**config.mk**
```make
export PLATFORM = sky130hd
export DESIGN_NAME = mem_arb2
export DESIGN_NICKNAME = d
export VERILOG_FILES = /design/src/rtl/mem_arb_pkg.sv /design/src/rtl/mem_arb2_rr_arb2.sv /design/src/rtl/mem_arb2.sv
export SDC_FILE = /design/constraint.sdc
export NUM_CORES = 1
export LEC_CHECK = 0
export ABC_AREA = 1
export CAP_MARGIN = 20
export CELL_PAD_IN_SITES_DETAIL_PLACEMENT = 1
export CELL_PAD_IN_SITES_GLOBAL_PLACEMENT = 2
export CORE_AREA = 3 3 101 175
export DETAILED_ROUTE_END_ITERATION = 10
export DIE_AREA = 0 0 104 178
export DONT_BUFFER_PORTS = 1
export GPL_ROUTABILITY_DRIVEN = 0
export PLACE_DENSITY_LB_ADDON = 0.05
export SLEW_MARGIN = 20
export SYNTH_ARGS = -nofsm -noshare
export SYNTH_HDL_FRONTEND = slang
export SYNTH_SLANG_ARGS = --single-unit
```
**constraint.sdc**
```tcl
create_clock -name clk -period 13.2 [get_ports clk]
set_input_delay 2.64 -clock clk [delete_from_list [all_inputs] [get_ports clk]]
set_output_delay 2.64 -clock clk [all_outputs]
set_load 0.01 [all_outputs]
```
**src/rtl/mem_arb_pkg.sv**
```systemverilog
// Shared types and constants for the two-requester memory arbiter.
// State encoding, owner ids, default widths and the read mask.
package mem_arb_pkg;

  typedef enum logic [1:0] {
    IDLE = 2'd0,
    REQ  = 2'd1,
    WAIT = 2'd2,
    RESP = 2'd3
  } arb_state_t;

  localparam logic OWN_IFU = 1'b0;
  localparam logic OWN_LSU = 1'b1;

  localparam int DEF_ADDR_W = 24;
  localparam int DEF_DATA_W = 32;

  localparam logic [3:0] MASK_NONE = 4'b0000;

endpackage

```
**src/rtl/mem_arb2_rr_arb2.sv**
```systemverilog
// Two-way round-robin grant, purely combinational.
// req[0]=IFU, req[1]=LSU; last_grant is held by the caller; en gates grants.
module rr_arb2
  import mem_arb_pkg::*;
(
  input  logic [1:0] req,
  input  logic       last_grant,
  input  logic       en,
  output logic [1:0] gnt,
  output logic       gnt_id
);

  always_comb begin
    gnt    = 2'b00;
    gnt_id = OWN_IFU;
    if (en) begin
      case (req)
        2'b01: begin
          gnt_id = OWN_IFU;
          gnt    = 2'b01;
        end
        2'b10: begin
          gnt_id = OWN_LSU;
          gnt    = 2'b10;
        end
        2'b11: begin
          // Tie: whoever did not win last time.
          gnt_id = ~last_grant;
          gnt    = last_grant ? 2'b01 : 2'b10;
        end
        default: begin
          gnt    = 2'b00;
          gnt_id = OWN_IFU;
        end
      endcase
    end
  end

endmodule

```
**src/rtl/mem_arb2.sv**
```systemverilog
// Arbitrates one memory port between IFU and LSU, one transaction at a time.
// Ports: ifu_*/lsu_* request+response, mem_* memory side, bus_err/err_owner timeout flags.
module mem_arb2
  import mem_arb_pkg::*;
#(
  parameter int ADDR_W  = DEF_ADDR_W,
  parameter int DATA_W  = DEF_DATA_W,
  parameter int TIMEOUT = 255
) (
  input  logic              clk,
  input  logic              rst,
  input  logic              ifu_req_valid,
  output logic              ifu_req_ready,
  input  logic [ADDR_W-1:0] ifu_addr,
  output logic              ifu_resp_valid,
  output logic [DATA_W-1:0] ifu_rdata,
  input  logic              lsu_req_valid,
  output logic              lsu_req_ready,
  input  logic              lsu_wen,
  input  logic [ADDR_W-1:0] lsu_addr,
  input  logic [DATA_W-1:0] lsu_wdata,
  input  logic [3:0]        lsu_mask,
  output logic              lsu_resp_valid,
  output logic [DATA_W-1:0] lsu_rdata,
  output logic              mem_req_valid,
  input  logic              mem_req_ready,
  output logic              mem_wen,
  output logic [ADDR_W-1:0] mem_addr,
  output logic [DATA_W-1:0] mem_wdata,
  output logic [3:0]        mem_mask,
  input  logic              mem_resp_valid,
  input  logic [DATA_W-1:0] mem_rdata,
  output logic              bus_err,
  output logic              err_owner
);

  localparam int CNT_W = 16;
  localparam logic [CNT_W-1:0] TO_LAST =
    CNT_W'(TIMEOUT - 1);

  arb_state_t       state, state_d;
  logic             last_grant;
  logic             owner;
  logic [CNT_W-1:0] cnt;
  logic [1:0]       gnt;
  logic             gnt_id;
  logic             cnt_hit;
  logic             accept;

  rr_arb2 u_rr (
    .req        ({lsu_req_valid, ifu_req_valid}),
    .last_grant (last_grant),
    .en         (state == IDLE),
    .gnt        (gnt),
    .gnt_id     (gnt_id)
  );

  assign accept  = |gnt;
  // The WAIT cycle in which the count reaches TIMEOUT.
  assign cnt_hit = (cnt == TO_LAST);

  assign ifu_req_ready  = gnt[0];
  assign lsu_req_ready  = gnt[1];
  assign mem_req_valid  = (state == REQ);
  assign ifu_resp_valid = (state == RESP) && (owner == OWN_IFU);
  assign lsu_resp_valid = (state == RESP) && (owner == OWN_LSU);

  always_ff @(posedge clk or posedge rst) begin
    if (rst) state <= IDLE;
    else     state <= state_d;
  end

  always_comb begin
    state_d = state;
    unique case (state)
      IDLE: if (accept) state_d = REQ;
      REQ:  if (mem_req_ready) state_d = WAIT;
      WAIT: if (mem_resp_valid || cnt_hit) state_d = RESP;
      RESP: state_d = IDLE;
      default: state_d = IDLE;
    endcase
  end

  always_ff @(posedge clk or posedge rst) begin
    if (rst) begin
      last_grant <= OWN_LSU;
      owner      <= OWN_IFU;
      cnt        <= '0;
      mem_wen    <= 1'b0;
      mem_addr   <= '0;
      mem_wdata  <= '0;
      mem_mask   <= MASK_NONE;
      ifu_rdata  <= '0;
      lsu_rdata  <= '0;
      bus_err    <= 1'b0;
      err_owner  <= OWN_IFU;
    end else begin
      if (state == IDLE && accept) begin
        owner      <= gnt_id;
        last_grant <= gnt_id;
        if (gnt_id == OWN_LSU) begin
          mem_addr  <= lsu_addr;
          mem_wen   <= lsu_wen;
          mem_wdata <= lsu_wdata;
          mem_mask  <= lsu_wen ? lsu_mask : MASK_NONE;
        end else begin
          mem_addr  <= ifu_addr;
          mem_wen   <= 1'b0;
          mem_wdata <= '0;
          mem_mask  <= MASK_NONE;
        end
      end
      if (state == REQ && mem_req_ready) begin
        cnt <= '0;
      end else if (state == WAIT) begin
        cnt <= cnt + 1'b1;
      end
      if (state == WAIT) begin
        // A response in the timeout cycle still wins.
        if (mem_resp_valid) begin
          if (owner == OWN_LSU) lsu_rdata <= mem_rdata;
          else                  ifu_rdata <= mem_rdata;
        end else if (cnt_hit) begin
          if (owner == OWN_LSU) lsu_rdata <= '0;
          else                  ifu_rdata <= '0;
          bus_err   <= 1'b1;
          err_owner <= owner;
        end
      end
    end
  end

endmodule

```
==> reports/metrics.yaml <==
cts_setup_buffers: 0
hold_buffers: 0
first_pass_iters: 4
die_w_um: 104
synth_area_leaders: "dfrtp_1 (58%), nand2_1 (12%), nand4_1 (6.6%)"
grt_usage_pct: 19.7
rows: 62
wl_per_cell_um: 20.7
path_class: "input port to output pin"
hp-class: "register to register"
synth_cells: 674
cp-end-kind: "output pin"
p_leak_uw: 0.00340
p_per_area_mw_per_mm2: 259
fin_crit_ns: 5.93
ys.warnings.count: 0
grt_pass1_wl_mm: 28.7
drc: 0
final_hold_viol_count: 0
slew_violations: 0
insertion_delay_ns: 0.41
fin_setup_tns_ns: 0
async_flop_share_pct: 100
clock-sinks: 147
synth_top_area_cell: "dfrtp_1"
cts_resized: 0
cap_violations: 0
power_uw: 1800
layout_commonest_cell: "nand2_1"
cts_tree: "built"
synth_fa_ha_area_share_pct: 1.19
arrival_ns: 3.29
path_cells: "nand2_1, inv_1, nand2_2, inv_2"
slew_headroom_pct: 31.9
cts-root-buf: "clkbuf_16"
worstSetupStartpoint: "lsu_req_valid"
synth_nets: 803
synth_top_area_share_pct: 58.0
cts.clk_slew.worst_paths_ns: 0.06
synth_compound_area_share_pct: 10.9
grt_setup_unrepaired: "no"
worst_pin_slew_ns: 1.02
die_height_um: 178
overflow: 0
finalSetupViolations: 0
grt_pass1_vias: 5143
place_ws_ns: 7.26
synth.avg_cell_area_sq_um: 9.34
fin_nets: 783
antennaDiodeCount: 0
fill_cells: 1912
mostFrequentLayoutCells: "nand2_1 (194), dfrtp_1 (146), nand4_1 (66)"
critical_path.max_fanout: 27
first_iter_violations: 149
synth_edf_count: 0
drive_gt1_share_pct: 7.21
synth_seq_cells: 147
crit_path_start_kind: "input port"
start_util_pct: 38.3
via_per_inst: 5.38
fmax_mhz: 169
fin_ws_ns: 7.27
synth_mux_area_share_pct: 0
cp_top_family: "simple AND/OR/NAND/NOR gates"
synth-simple-area-share_pct: 23.9
regArea_sq_mm: 0.00368
cts_buffers: 17
io_pins: 255
synth-main-ff-cell: "dfrtp_1"
ys_seq_area_share_pct: 58.5
post-route-period-util_pct: 44.9
htreeDepth: 4
reg2reg_from: "state[0]"
cp_slowest_cell: "nand2_2"
wirelength_mm: 18.4
peakVddDrop_uv: 154
outcome: "complete, no violations"
synth_top_family_by_area: "simple AND/OR/NAND/NOR gates"
synthXorXnorAreaFrac_pct: 0
design.core.area_sq_mm: 0.0164
multi_input_area_sq_mm: 0.00227
area_growth_pct: 10.6
rrSetupSlack_ns: 10.48
path_buf_inv: 2
grt_max_degree: 82
ant_nets: 0
crit_path_max_incr_delay_ns: 0.40
synth_cell_types: 30
routed-via-count: 4784
clockBufferDepth: 2
hold_start: "last_grant"
antenna_found_initial: 0
dp_hpwl_mm: 13.0
place.port_buffers: 0
worstPathRequired_ns: 10.56
synth_area_sq_mm: 0.00629
die_area_sq_mm: 0.0185
skew_ns: 0.0118
## routing by layer
layer / part of all wire (%) / track usage (%) / vias up
met5: 0 / 0 / -
met4: 2.5 / 7.71 / 0
met3: 9.1 / 7.71 / 26
met2: 52 / 34.5 / 190
met1: 37 / 21.3 / 2327
li1: - / - / 2241
## where the power goes
part / switching, uW / internal, uW / leakage (uW)
combinational: 286 / 151 / 0.00125
clock: 203 / 268 / 0.000269
sequential: 249 / 646 / 0.00187
total: 738 / 1060 / 0.00340
## cell type report
| type | instances | area share, % |
|---|---|---|
| multi-input cells | 451 | 32.6 |
| well taps | 224 | 4.03 |
| inverters | 31 | 1.74 |
| clock inverters | 12 | 1.74 |
| flip-flops and latches | 147 | 52.9 |
| clock buffers | 19 | 6.36 |
| repair buffers | 6 | 0.701 |
## worst paths after layout
| path | endpoint | cells after the start |
|---|---|---|
| worst max-delay path | lsu_req_ready | 4 |
| worst min-delay path | last_grant | 2 |
| worst max register to register | cnt[15] | 10 |
| worst min register to register | last_grant | 2 |
| max in group asynchronous | lsu_rdata[4] | 2 |
| min in group asynchronous | ifu_rdata[10] | 1 |
## cell usage after synthesis, types with 2 or more instances
cell and n:
inv_2 2, nor2_1 56, buf_6 6, buf_1 4, nand2_1 194, o21ai_1 3
a22o_1 33, dfrtp_1 146, a32o_1 4, and3_1 2, inv_1 28, nand2_2 2
clkbuf_1 21, nand3_4 2, ha_1 6, nor3_1 6, nand3_1 7, nand4_1 66
o21ai_0 31, a21oi_1 33, buf_2 13
## flip-flops by register name, summed over array words and instances (netlist names)
| signal | count |
|---|---|
| lsu_rdata | 32 |
| mem_mask | 4 |
| cnt | 16 |
| mem_wen | 1 |
| err_owner | 1 |
| state | 2 |
| owner | 1 |
| ifu_rdata | 32 |
| last_grant | 1 |
| mem_addr | 24 |
| bus_err | 1 |
| mem_wdata | 32 |
## cells by family (layout without fill, tap and decap cells)
| group | count (synthesis) | after routing |
|---|---|---|
| adder cells (fa/ha/maj) | 6 | 6 |
| AO/OA/AOI/OAI | 107 | 107 |
| buffers and inverters | 76 | 68 |
| flip-flops | 147 | 147 |
| AND/OR/NAND/NOR | 338 | 338 |
## stage by stage
stage / util [%] / instance area (sq um) / hold WS, ns / cells
after floorplan: - / 6290 / 0.477 / 674
after global placement: 38.9 / 6390 / 0.516 / 859
after detailed placement: 38.9 / 6390 / 0.531 / 859
after CTS: 42.3 / 6960 / 0.541 / 890
after global routing: 42.3 / 6960 / 0.568 / 890
final: 42.3 / 6960 / 0.541 / 890
## worst register-to-register path: cells and delay by family (launching register included)
kind | cells | cell delay (ns)
adder cells (fa/ha/maj) | 1 | 0.43
buffers and inverters | 3 | 0.96
flip-flops | 1 | 0.41
AND/OR/NAND/NOR | 6 | 0.80
Power figures use the tool's default switching activity.
